[src/rtl/loader_pkg.sv]
// -----------------------------------------------------------------------------
// loader_pkg
// Shared definitions for the program loader: the loader FSM state type and the
// default frame constants used as parameter defaults by program_loader.
// -----------------------------------------------------------------------------
package loader_pkg;

    typedef enum logic [2:0] {
        IDLE  = 3'd0,
        LEN   = 3'd1,
        DATA  = 3'd2,
        CSUM  = 3'd3,
        DONE  = 3'd4,
        ERROR = 3'd5
    } loader_state_t;

    localparam logic [7:0] LOADER_SYNC_BYTE = 8'hA5;
    localparam int         LOADER_MAX_WORDS = 64;

endpackage

[src/rtl/word_assembler.sv]
// -----------------------------------------------------------------------------
// word_assembler
// Packs little-endian bytes into 32-bit words. Each accepted byte lands in the
// lane given by a 2-bit counter; on the fourth byte the completed word is
// captured into word_o and word_valid_o pulses for one cycle afterwards.
// word_o holds its value until the next word completes.
//
// Ports:
//   clk           system clock
//   reset_i       asynchronous active-high reset
//   clear_i       restart packing at lane 0 (start of a new frame body)
//   byte_en_i     byte_i is consumed this cycle
//   byte_i        incoming byte
//   word_done_o   combinational: this cycle's byte completes a word
//   word_valid_o  registered one-cycle pulse after a word completes
//   word_o        last completed word
// -----------------------------------------------------------------------------
module word_assembler (
    input  logic        clk,
    input  logic        reset_i,
    input  logic        clear_i,
    input  logic        byte_en_i,
    input  logic [7:0]  byte_i,
    output logic        word_done_o,
    output logic        word_valid_o,
    output logic [31:0] word_o
);

    logic [1:0]  lane_q,  lane_d;
    logic [31:0] shift_q, shift_d;
    logic [31:0] word_q,  word_d;
    logic        valid_q, valid_d;

    assign word_done_o = byte_en_i && (lane_q == 2'd3);

    always_comb begin
        lane_d  = lane_q;
        shift_d = shift_q;
        word_d  = word_q;
        valid_d = 1'b0;
        if (clear_i) begin
            lane_d = 2'd0;
        end else if (byte_en_i) begin
            shift_d[8*lane_q +: 8] = byte_i;
            lane_d = lane_q + 2'd1;
            // Capture from shift_d so the fourth byte is included without
            // waiting for it to land in shift_q.
            if (lane_q == 2'd3) begin
                word_d  = shift_d;
                valid_d = 1'b1;
            end
        end
    end

    always_ff @(posedge clk or posedge reset_i) begin
        if (reset_i) begin
            lane_q  <= 2'd0;
            shift_q <= 32'd0;
            word_q  <= 32'd0;
            valid_q <= 1'b0;
        end else begin
            lane_q  <= lane_d;
            shift_q <= shift_d;
            word_q  <= word_d;
            valid_q <= valid_d;
        end
    end

    assign word_valid_o = valid_q;
    assign word_o       = word_q;

endmodule

[src/rtl/program_loader.sv]
// -----------------------------------------------------------------------------
// program_loader
// Writer side of the instruction-fetch path. Parses a framed byte stream
// (SYNC_BYTE, LEN, 4*LEN little-endian data bytes[, checksum]) and writes the
// packed words to program memory at byte addresses 0, 4, 8, ... The core is
// held in reset until the whole image has been written and accepted.
//
// Build option: define LOADER_CHECKSUM_EN to expect a trailing checksum byte
// (XOR of all data bytes). Without it the image is accepted right after the
// last data word and only a bad LEN leads to ERROR.
//
// Ports:
//   clk           system clock
//   reset_i       asynchronous active-high reset
//   byte_valid_i  byte_data_i valid
//   byte_data_i   stream byte
//   byte_ready_o  loader can accept a byte
//   restart_i     pulse: DONE/ERROR -> IDLE
//   pm_we_o       program-memory write strobe (one cycle)
//   pm_addr_o     word-aligned byte address
//   pm_wdata_o    word to write
//   core_reset_o  core reset, released once the image is complete
//   done_o        image loaded, core running
//   error_o       frame rejected
// -----------------------------------------------------------------------------
module program_loader
    import loader_pkg::*;
#(
    parameter int         ADDR_W    = 8,
    parameter int         MAX_WORDS = LOADER_MAX_WORDS,
    parameter logic [7:0] SYNC_BYTE = LOADER_SYNC_BYTE
) (
    input  logic              clk,
    input  logic              reset_i,
    input  logic              byte_valid_i,
    input  logic [7:0]        byte_data_i,
    output logic              byte_ready_o,
    input  logic              restart_i,
    output logic              pm_we_o,
    output logic [ADDR_W-1:0] pm_addr_o,
    output logic [31:0]       pm_wdata_o,
    output logic              core_reset_o,
    output logic              done_o,
    output logic              error_o
);

    loader_state_t state_q, state_d;

    logic [7:0]        len_q,  len_d;
    logic [7:0]        idx_q,  idx_d;
    logic [ADDR_W-1:0] addr_q, addr_d;

    logic accept;
    logic len_bad;
    logic len_en;
    logic data_en;
    logic word_done;
    logic word_last;
    logic word_valid;
    logic [31:0] word;

`ifdef LOADER_CHECKSUM_EN
    logic [7:0] csum_q, csum_d;
`endif

    assign accept    = byte_valid_i && byte_ready_o;
    assign len_bad   = (byte_data_i == 8'd0) || (int'(byte_data_i) > MAX_WORDS);
    assign len_en    = accept && (state_q == LEN) && !len_bad;
    assign data_en   = accept && (state_q == DATA);
    assign word_last = word_done && (idx_q == len_q - 8'd1);

    word_assembler u_asm (
        .clk          (clk),
        .reset_i      (reset_i),
        .clear_i      (len_en),
        .byte_en_i    (data_en),
        .byte_i       (byte_data_i),
        .word_done_o  (word_done),
        .word_valid_o (word_valid),
        .word_o       (word)
    );

    // State register
    always_ff @(posedge clk or posedge reset_i) begin
        if (reset_i) begin
            state_q <= IDLE;
        end else begin
            state_q <= state_d;
        end
    end

    // Next-state logic
    always_comb begin
        state_d = state_q;
        case (state_q)
            IDLE: begin
                if (accept && byte_data_i == SYNC_BYTE) state_d = LEN;
            end
            LEN: begin
                if (accept) state_d = len_bad ? ERROR : DATA;
            end
            DATA: begin
`ifdef LOADER_CHECKSUM_EN
                if (word_last) state_d = CSUM;
`else
                // The final write strobe coincides with the first DONE cycle,
                // so the core never leaves reset ahead of its last word.
                if (word_last) state_d = DONE;
`endif
            end
`ifdef LOADER_CHECKSUM_EN
            CSUM: begin
                if (accept) state_d = (byte_data_i == csum_q) ? DONE : ERROR;
            end
`endif
            DONE, ERROR: begin
                if (restart_i) state_d = IDLE;
            end
            default: state_d = IDLE;
        endcase
    end

    // Output logic
    always_comb begin
        byte_ready_o = 1'b1;
        core_reset_o = 1'b1;
        done_o       = 1'b0;
        error_o      = 1'b0;
        case (state_q)
            DONE: begin
                byte_ready_o = 1'b0;
                core_reset_o = 1'b0;
                done_o       = 1'b1;
            end
            ERROR: begin
                byte_ready_o = 1'b0;
                error_o      = 1'b1;
            end
            default: ;
        endcase
    end

    // Frame bookkeeping: length, word index, write address, running checksum
    always_comb begin
        len_d  = len_q;
        idx_d  = idx_q;
        addr_d = addr_q;
        if (len_en) begin
            len_d = byte_data_i;
            idx_d = 8'd0;
        end else if (word_done) begin
            addr_d = ADDR_W'({idx_q, 2'b00});
            idx_d  = idx_q + 8'd1;
        end
    end

`ifdef LOADER_CHECKSUM_EN
    always_comb begin
        csum_d = csum_q;
        if (len_en) begin
            csum_d = 8'd0;
        end else if (data_en) begin
            csum_d = csum_q ^ byte_data_i;
        end
    end

    always_ff @(posedge clk or posedge reset_i) begin
        if (reset_i) begin
            csum_q <= 8'd0;
        end else begin
            csum_q <= csum_d;
        end
    end
`endif

    always_ff @(posedge clk or posedge reset_i) begin
        if (reset_i) begin
            len_q  <= 8'd0;
            idx_q  <= 8'd0;
            addr_q <= '0;
        end else begin
            len_q  <= len_d;
            idx_q  <= idx_d;
            addr_q <= addr_d;
        end
    end

    assign pm_we_o    = word_valid;
    assign pm_addr_o  = addr_q;
    assign pm_wdata_o = word;

endmodule
[config.mk]
export PLATFORM = sky130hd
export DESIGN_NAME = program_loader
export DESIGN_NICKNAME = d
export VERILOG_FILES = /design/src/rtl/loader_pkg.sv /design/src/rtl/word_assembler.sv /design/src/rtl/program_loader.sv
export SDC_FILE = /design/constraint.sdc
export NUM_CORES = 1
export LEC_CHECK = 0
export ABC_AREA = 0
export BUFFER_PORTS_ARGS = -buffer_cell sky130_fd_sc_hd__buf_2
export CAP_MARGIN = 20
export CORE_UTILIZATION = 51
export CTS_CLUSTER_SIZE = 30
export DETAILED_ROUTE_END_ITERATION = 8
export HOLD_SLACK_MARGIN = 0.05
export PLACE_DENSITY = 0.75
export SETUP_SLACK_MARGIN = 0.15
export SLEW_MARGIN = 20
export SYNTH_ARGS = -nofsm -noshare
export SYNTH_HDL_FRONTEND = slang
export SYNTH_SLANG_ARGS = --single-unit
[constraint.sdc]
create_clock -name clk -period 2.75 [get_ports clk]
set_clock_uncertainty 0.05 [all_clocks]
set_input_delay 0.55 -clock clk [delete_from_list [all_inputs] [get_ports clk]]
set_output_delay 0.55 -clock clk [all_outputs]
set_load 0.02 [all_outputs]
Word level (Yosys, flattened, before mapping)
Index checks and enable logic that the tools add are counted.

cells by class
  add/subtract/negate cells = 4
  multiply operators = 0
  divide/modulo/power cells = 0
  magnitude comparators = 1
  eq/ne operators = 11
  shift-type cells = 2
  multiplexer cells = 18
  bitwise operators = 1
  reduce and logical (&&, ||, !) cells = 18

operator list
  kind                                                                             count
  5-bit negation with 34-bit output                                                1
  8-bit by 34-bit variable shift with 32-bit output, first input constant          1
  8-bit by 34-bit variable part select with 32-bit output                          1
  32-bit bitwise mux                                                               1
  8-bit 2-to-1 mux                                                                 2
  3-bit 2-to-1 mux                                                                 5
  3-bit one-hot mux with 4 select lines                                            1
  8-bit by 1-bit adder with 8-bit output, second input constant                    1
  8-bit == test                                                                    1
  8-bit == test, second input constant                                             1
  8-bit by 7-bit greater-than comparator with 1-bit output, second input constant  1
  8-bit logical NOT                                                                1
  8-bit by 1-bit subtractor with 8-bit output, second input constant               1
  1-bit logical AND                                                                7
  1-bit 2-to-1 mux                                                                 7
  3-bit == test, second input constant                                             2
  2-bit inequality test, second input constant                                     3
  2-bit 2-to-1 mux                                                                 2
  2-bit AND reduction                                                              2
  4-bit AND reduction                                                              1
  2-bit nonzero test                                                               2
  3-bit by 1-bit == test with 1-bit output, second input constant                  1
  3-bit by 2-bit == test with 1-bit output, second input constant                  1
  3-bit logical NOT                                                                1
  other kinds (8)                                                                  8

word-level totals
  register bits after elaboration = 92
  latch bits = 0
  memory bits (writable) = 0
  ROM bits = 0
  input bits = 12
  word-level logic and storage cells = 63
  memories = 0

Longest topological paths before layout
  word-level depth = 9
  gate-level depth with buffers = 7
  mapped depth without buffers = 7

By module
A second synthesis with hierarchy kept.

second synthesis, totals
  cells, all modules = 384
  area total of the unflattened synthesis = 4036.4 um2

by module, submodules not included
  module          times used  cells an instance  area an instance (um2)  sequential area each (um2)
  word_assembler  1           241                2602.5                  1476.4
  program_loader  1           143                1433.9                  625.6

Least setup slack after synthesis
Ideal clock, no wire load.

  path kind = register to register
  start point = register len_q[0]
  end point = register state_q[1]
  setup time = 120 ps
  arrival = 2163 ps
  required time = 2580 ps
  path slack = 417 ps
  stages on the path, launching flop included = 8
  buffers on the path = 0
  path through = dfrtp_1 > inv_1 > ha_1 > or3b_4 > or4_4 > a2111oi_4 > o311ai_1 > a41o_1

between the ends
  longest elaborated chain between the ends = 5

ends and longest elaborated chain
  item                                         RTL line               source
  start, declared                              program_loader.sv:49   logic [7:0] len_q, len_d;
  start signal, assigned                       program_loader.sv:182  len_q <= len_d;
  8-bit by 1-bit subtractor with 8-bit output  program_loader.sv:70   assign word_last = word_done && (idx_q == len_q - 8'd1);
  8-bit == test                                program_loader.sv:70
  1-bit logical AND                            program_loader.sv:70
  2-bit inequality test (no line)              --
  4-bit AND reduction (no line)                --
  end signal, assigned                         program_loader.sv:88   state_q <= state_d;
  end, declared                                program_loader.sv:47   loader_state_t state_q, state_d;

No other way between the ends.
A chain may end at the register's enable or synchronous reset.

Worst setup path after layout
Ends and elaborated chain as after synthesis.

==> results.py <==
metrics = {
    "global_routing": {
        "grt_max_degree": 62,
        "grt_pass1_wl_mm": 13.73,
        "grt_usage": 0.2310,
        "first_global_vias": 2818,
        "grt_overflow": 0,
        "antenna_found_initial": 0,
    },
    "power": {
        "peakVddDrop_mv": 0.4132,
        "p_leak_nw": 2.276,
        "cellPowerDensity_nw_per_um2": 761.1,
    },
    "yosys": {
        "synth.top_cell.area_share": 0.5393,
        "netlist_area_um2": 3897,
        "ys_warn_count": 0,
        "ys_seq_area_frac": 0.5393,
        "synthTopCellsByArea": "dfrtp_1 54%, nor2_1 5.5%, a221oi_1 5.4%",
        "synth_cell_type_count": 54,
        "ys_ff_latch": 84,
        "netlist_instances": 382,
        "synth_edf_count": 0,
        "synth_flop_cell": "dfrtp_1",
        "async_flop_share": 1.000,
        "syn_area_per_cell_um2": 10.20,
        "synth.largest_area_cell": "dfrtp_1",
    },
    "floorplanning": {
        "io_pins": 57,
        "dieArea_um2": 7996,
        "core_um2": 7331,
        "initial_core_util": 0.5317,
        "fp.dieH_um": 89.42,
        "num_rows": 31,
        "die_w_um": 89.42,
    },
    "clock_tree": {
        "cts_tree": "built",
        "numCtsBuffers": 9,
        "cts.path.max_buffers": 2,
        "clk_pin_slew_ps": 80,
        "clk_root_buffer_cell": "clkbuf_8",
        "insertion_delay_ps": 350,
        "cts-htree-levels": 3,
        "clock-sinks": 84,
        "postCtsSetupRepairBufs": 0,
        "cts-hold-fix-buffers": 0,
        "ctsResizeCount": 0,
    },
    "place": {
        "place.gp.congestion": 0.8169,
        "dp_hpwl_mm": 5.663,
        "dpl_worst_slack_ps": 290.0,
        "portBuffers": 54,
        "placed_cells": 520,
        "place_area_um2": 4278,
    },
    "critical_path": {
        "worstSetupPathType": "reg2reg",
        "crit_chain": "inv_1, ha_1, or3b_4, or4_4, a2111oi_4, o311ai_1, a41o_1",
        "crit_arrival_ps": 2660,
        "r2r_cells": 7,
        "r2r-start": "len_q[0]$_DFFE_PP0P_",
        "path_buf_inv": 1,
        "worstPathRequired_ps": 2940,
        "cp.depth": 7,
        "worstReg2RegEnd": "state_q[1]$_DFFE_PP0P_",
        "crit_start": "len_q[0]$_DFFE_PP0P_",
        "crit_slowest_cell": "or4_4",
        "slowest_delay_ps": 430,
        "crit_family": "simple AND/OR/NAND/NOR gates",
        "start_kind": "flop",
        "critPathCapture": "state_q[1]$_DFFE_PP0P_",
        "crit_fanout": 4,
        "cp-end-kind": "flop",
        "reg2reg_slack_ps": 280,
    },
    "sta": {
        "setup_viol_count_final": 0,
        "finalHoldViolations": 0,
        "slew_violations": 0,
        "worst_pin_slew_ps": 682.3,
        "setup_tns_ps": 0,
        "rsz0062_at_grt": "no",
        "max_freq_mhz": 404.7,
        "layout_min_cycle_time_ps": 2471,
        "slew_headroom": 0.5416,
        "finalWorstSetupSlack_ps": 278.8,
        "fin_crit_sh": 0.8986,
    },
    "flow_run": {
        "drv_cap": 0,
    },
    "route": {
        "firstDrtPassIters": 7,
        "wl_per_cell_um": 15.58,
        "drt-initial-drc-count": 202,
        "route.vias.total": 3050,
        "drt-total-wl_mm": 8.351,
        "drtAntennaViolNets": 0,
        "drc": 0,
        "vias_per_cell": 5.690,
    },
    "cells_and_area": {
        "multiInputGateArea_um2": 1627,
        "drive_above_1_share": 0.2197,
        "final_util": 0.6105,
        "diodes": 0,
        "fin_area_um2": 4476,
        "final_nets": 451,
        "ff_latch_area_um2": 2102,
        "fin_cells": 536,
        "area_growth_pct": 14.83,
        "fill_cells": 626,
    },
    "outcome": {
        "status": "finished clean",
    },
    "hold_path": {
        "hold_path.class": "in2async",
    },
}
==> cells in the mapped netlist (all sizes together) (4+ instances only) <==
cell type and count:
dfrtp 84, ha 7, buf 7, nor2 57
clkbuf 20, nand2 55, nor3 6, o21ai 8
a22o 24, nand3 9, mux2 4, inv 14
o31ai 4, xnor2 7, xor2 5, and2 4
a221oi 24
==> flip-flops by register name (all words and copies together), names as in the netlist <==
signal              flops
u_asm.word_valid_o      1
idx_q                   8
u_asm.word_o           32
u_asm.shift_q          24
state_q                 3
pm_addr_o               6
u_asm.lane_q            2
len_q                   8
==> per-layer routing <==
metal  vias to the layer above  part of all wire  GRT usage
met4                         0             0.018    0.09524
met2                        97              0.45     0.3477
met1                      1496              0.48     0.3257
met5                         -                 0          0
met3                        13             0.050    0.04986
li1                       1444                 -          -
==> through the flow <==
step                      power (mW)  hold slack [ps]
after floorplan                2.272            416.1
after global placement         2.505            397.1
after detailed placement       2.542            402.8
after CTS                      3.424            197.5
after global routing           3.616            213.5
final                          3.406            192.6
==> cell type report <==
| cell class | instances | share of cell area |
|---|---|---|
| multi-input cells | 257 | 0.3634 |
| well taps | 99 | 0.02768 |
| inverters | 15 | 0.01342 |
| flip-flops and latches | 84 | 0.4697 |
| clock inverters | 7 | 0.01649 |
| clock buffers | 9 | 0.02768 |
| repair buffers | 65 | 0.08163 |
==> power by group <==
group | switching (mW) | total [mW] | internal [mW]
registers | 0.171 | 1.59 | 1.42
logic | 0.554 | 0.942 | 0.389
clock network | 0.454 | 0.878 | 0.424
total | 1.18 | 3.41 | 2.23
==> worst min path at each step <==
stage                                            start                           end  slack [ps]  depth (start not counted)
after global placement    u_asm.word_o[31]$_DFFE_PP0P_  u_asm.word_o[31]$_DFFE_PP0P_         400                          2
final                                          reset_i          idx_q[0]$_DFFE_PP0P_         190                          2
after CTS                                      reset_i          idx_q[3]$_DFFE_PP0P_         200                          2
after floorplan           u_asm.shift_q[0]$_DFFE_PP0P_  u_asm.shift_q[0]$_DFFE_PP0P_         420                          1
after global routing                           reset_i          idx_q[0]$_DFFE_PP0P_         210                          2
after detailed placement  u_asm.word_o[30]$_DFFE_PP0P_  u_asm.word_o[30]$_DFFE_PP0P_         400                          2
==> cell families (layout without fill, tap and decap cells) <==
kind of cell    after synthesis  in the layout  synth area share
simple gates                157            157            0.1936
compound gates               75             75            0.1608
mux                           4              4           0.01156
buf+inv                      42             96           0.04430
other cells                   1              2         0.0009622
xor+xnor                     12             12           0.02697
fa+ha+maj                     7              7           0.02247
flops                        84             84            0.5393
==> cell usage in the layout, fill, tap and decap left out, types with 3 or more instances in the layout <==
| cell type | n |
|---|---|
| xor2_1 | 5 |
| nand2_1 | 55 |
| o21ai_0 | 8 |
| ha_1 | 7 |
| and2_1 | 4 |
| buf_4 | 10 |
| buf_2 | 54 |
| mux2_2 | 4 |
| xnor2_1 | 7 |
| a221oi_1 | 24 |
| a22o_1 | 24 |
| dfrtp_1 | 84 |
| clkbuf_8 | 9 |
| o31ai_1 | 4 |
| nand2b_1 | 3 |
| nor2_1 | 57 |
| nand3_1 | 9 |
| nor3_1 | 5 |
| inv_1 | 13 |
Power figures use the tool's default switching activity.
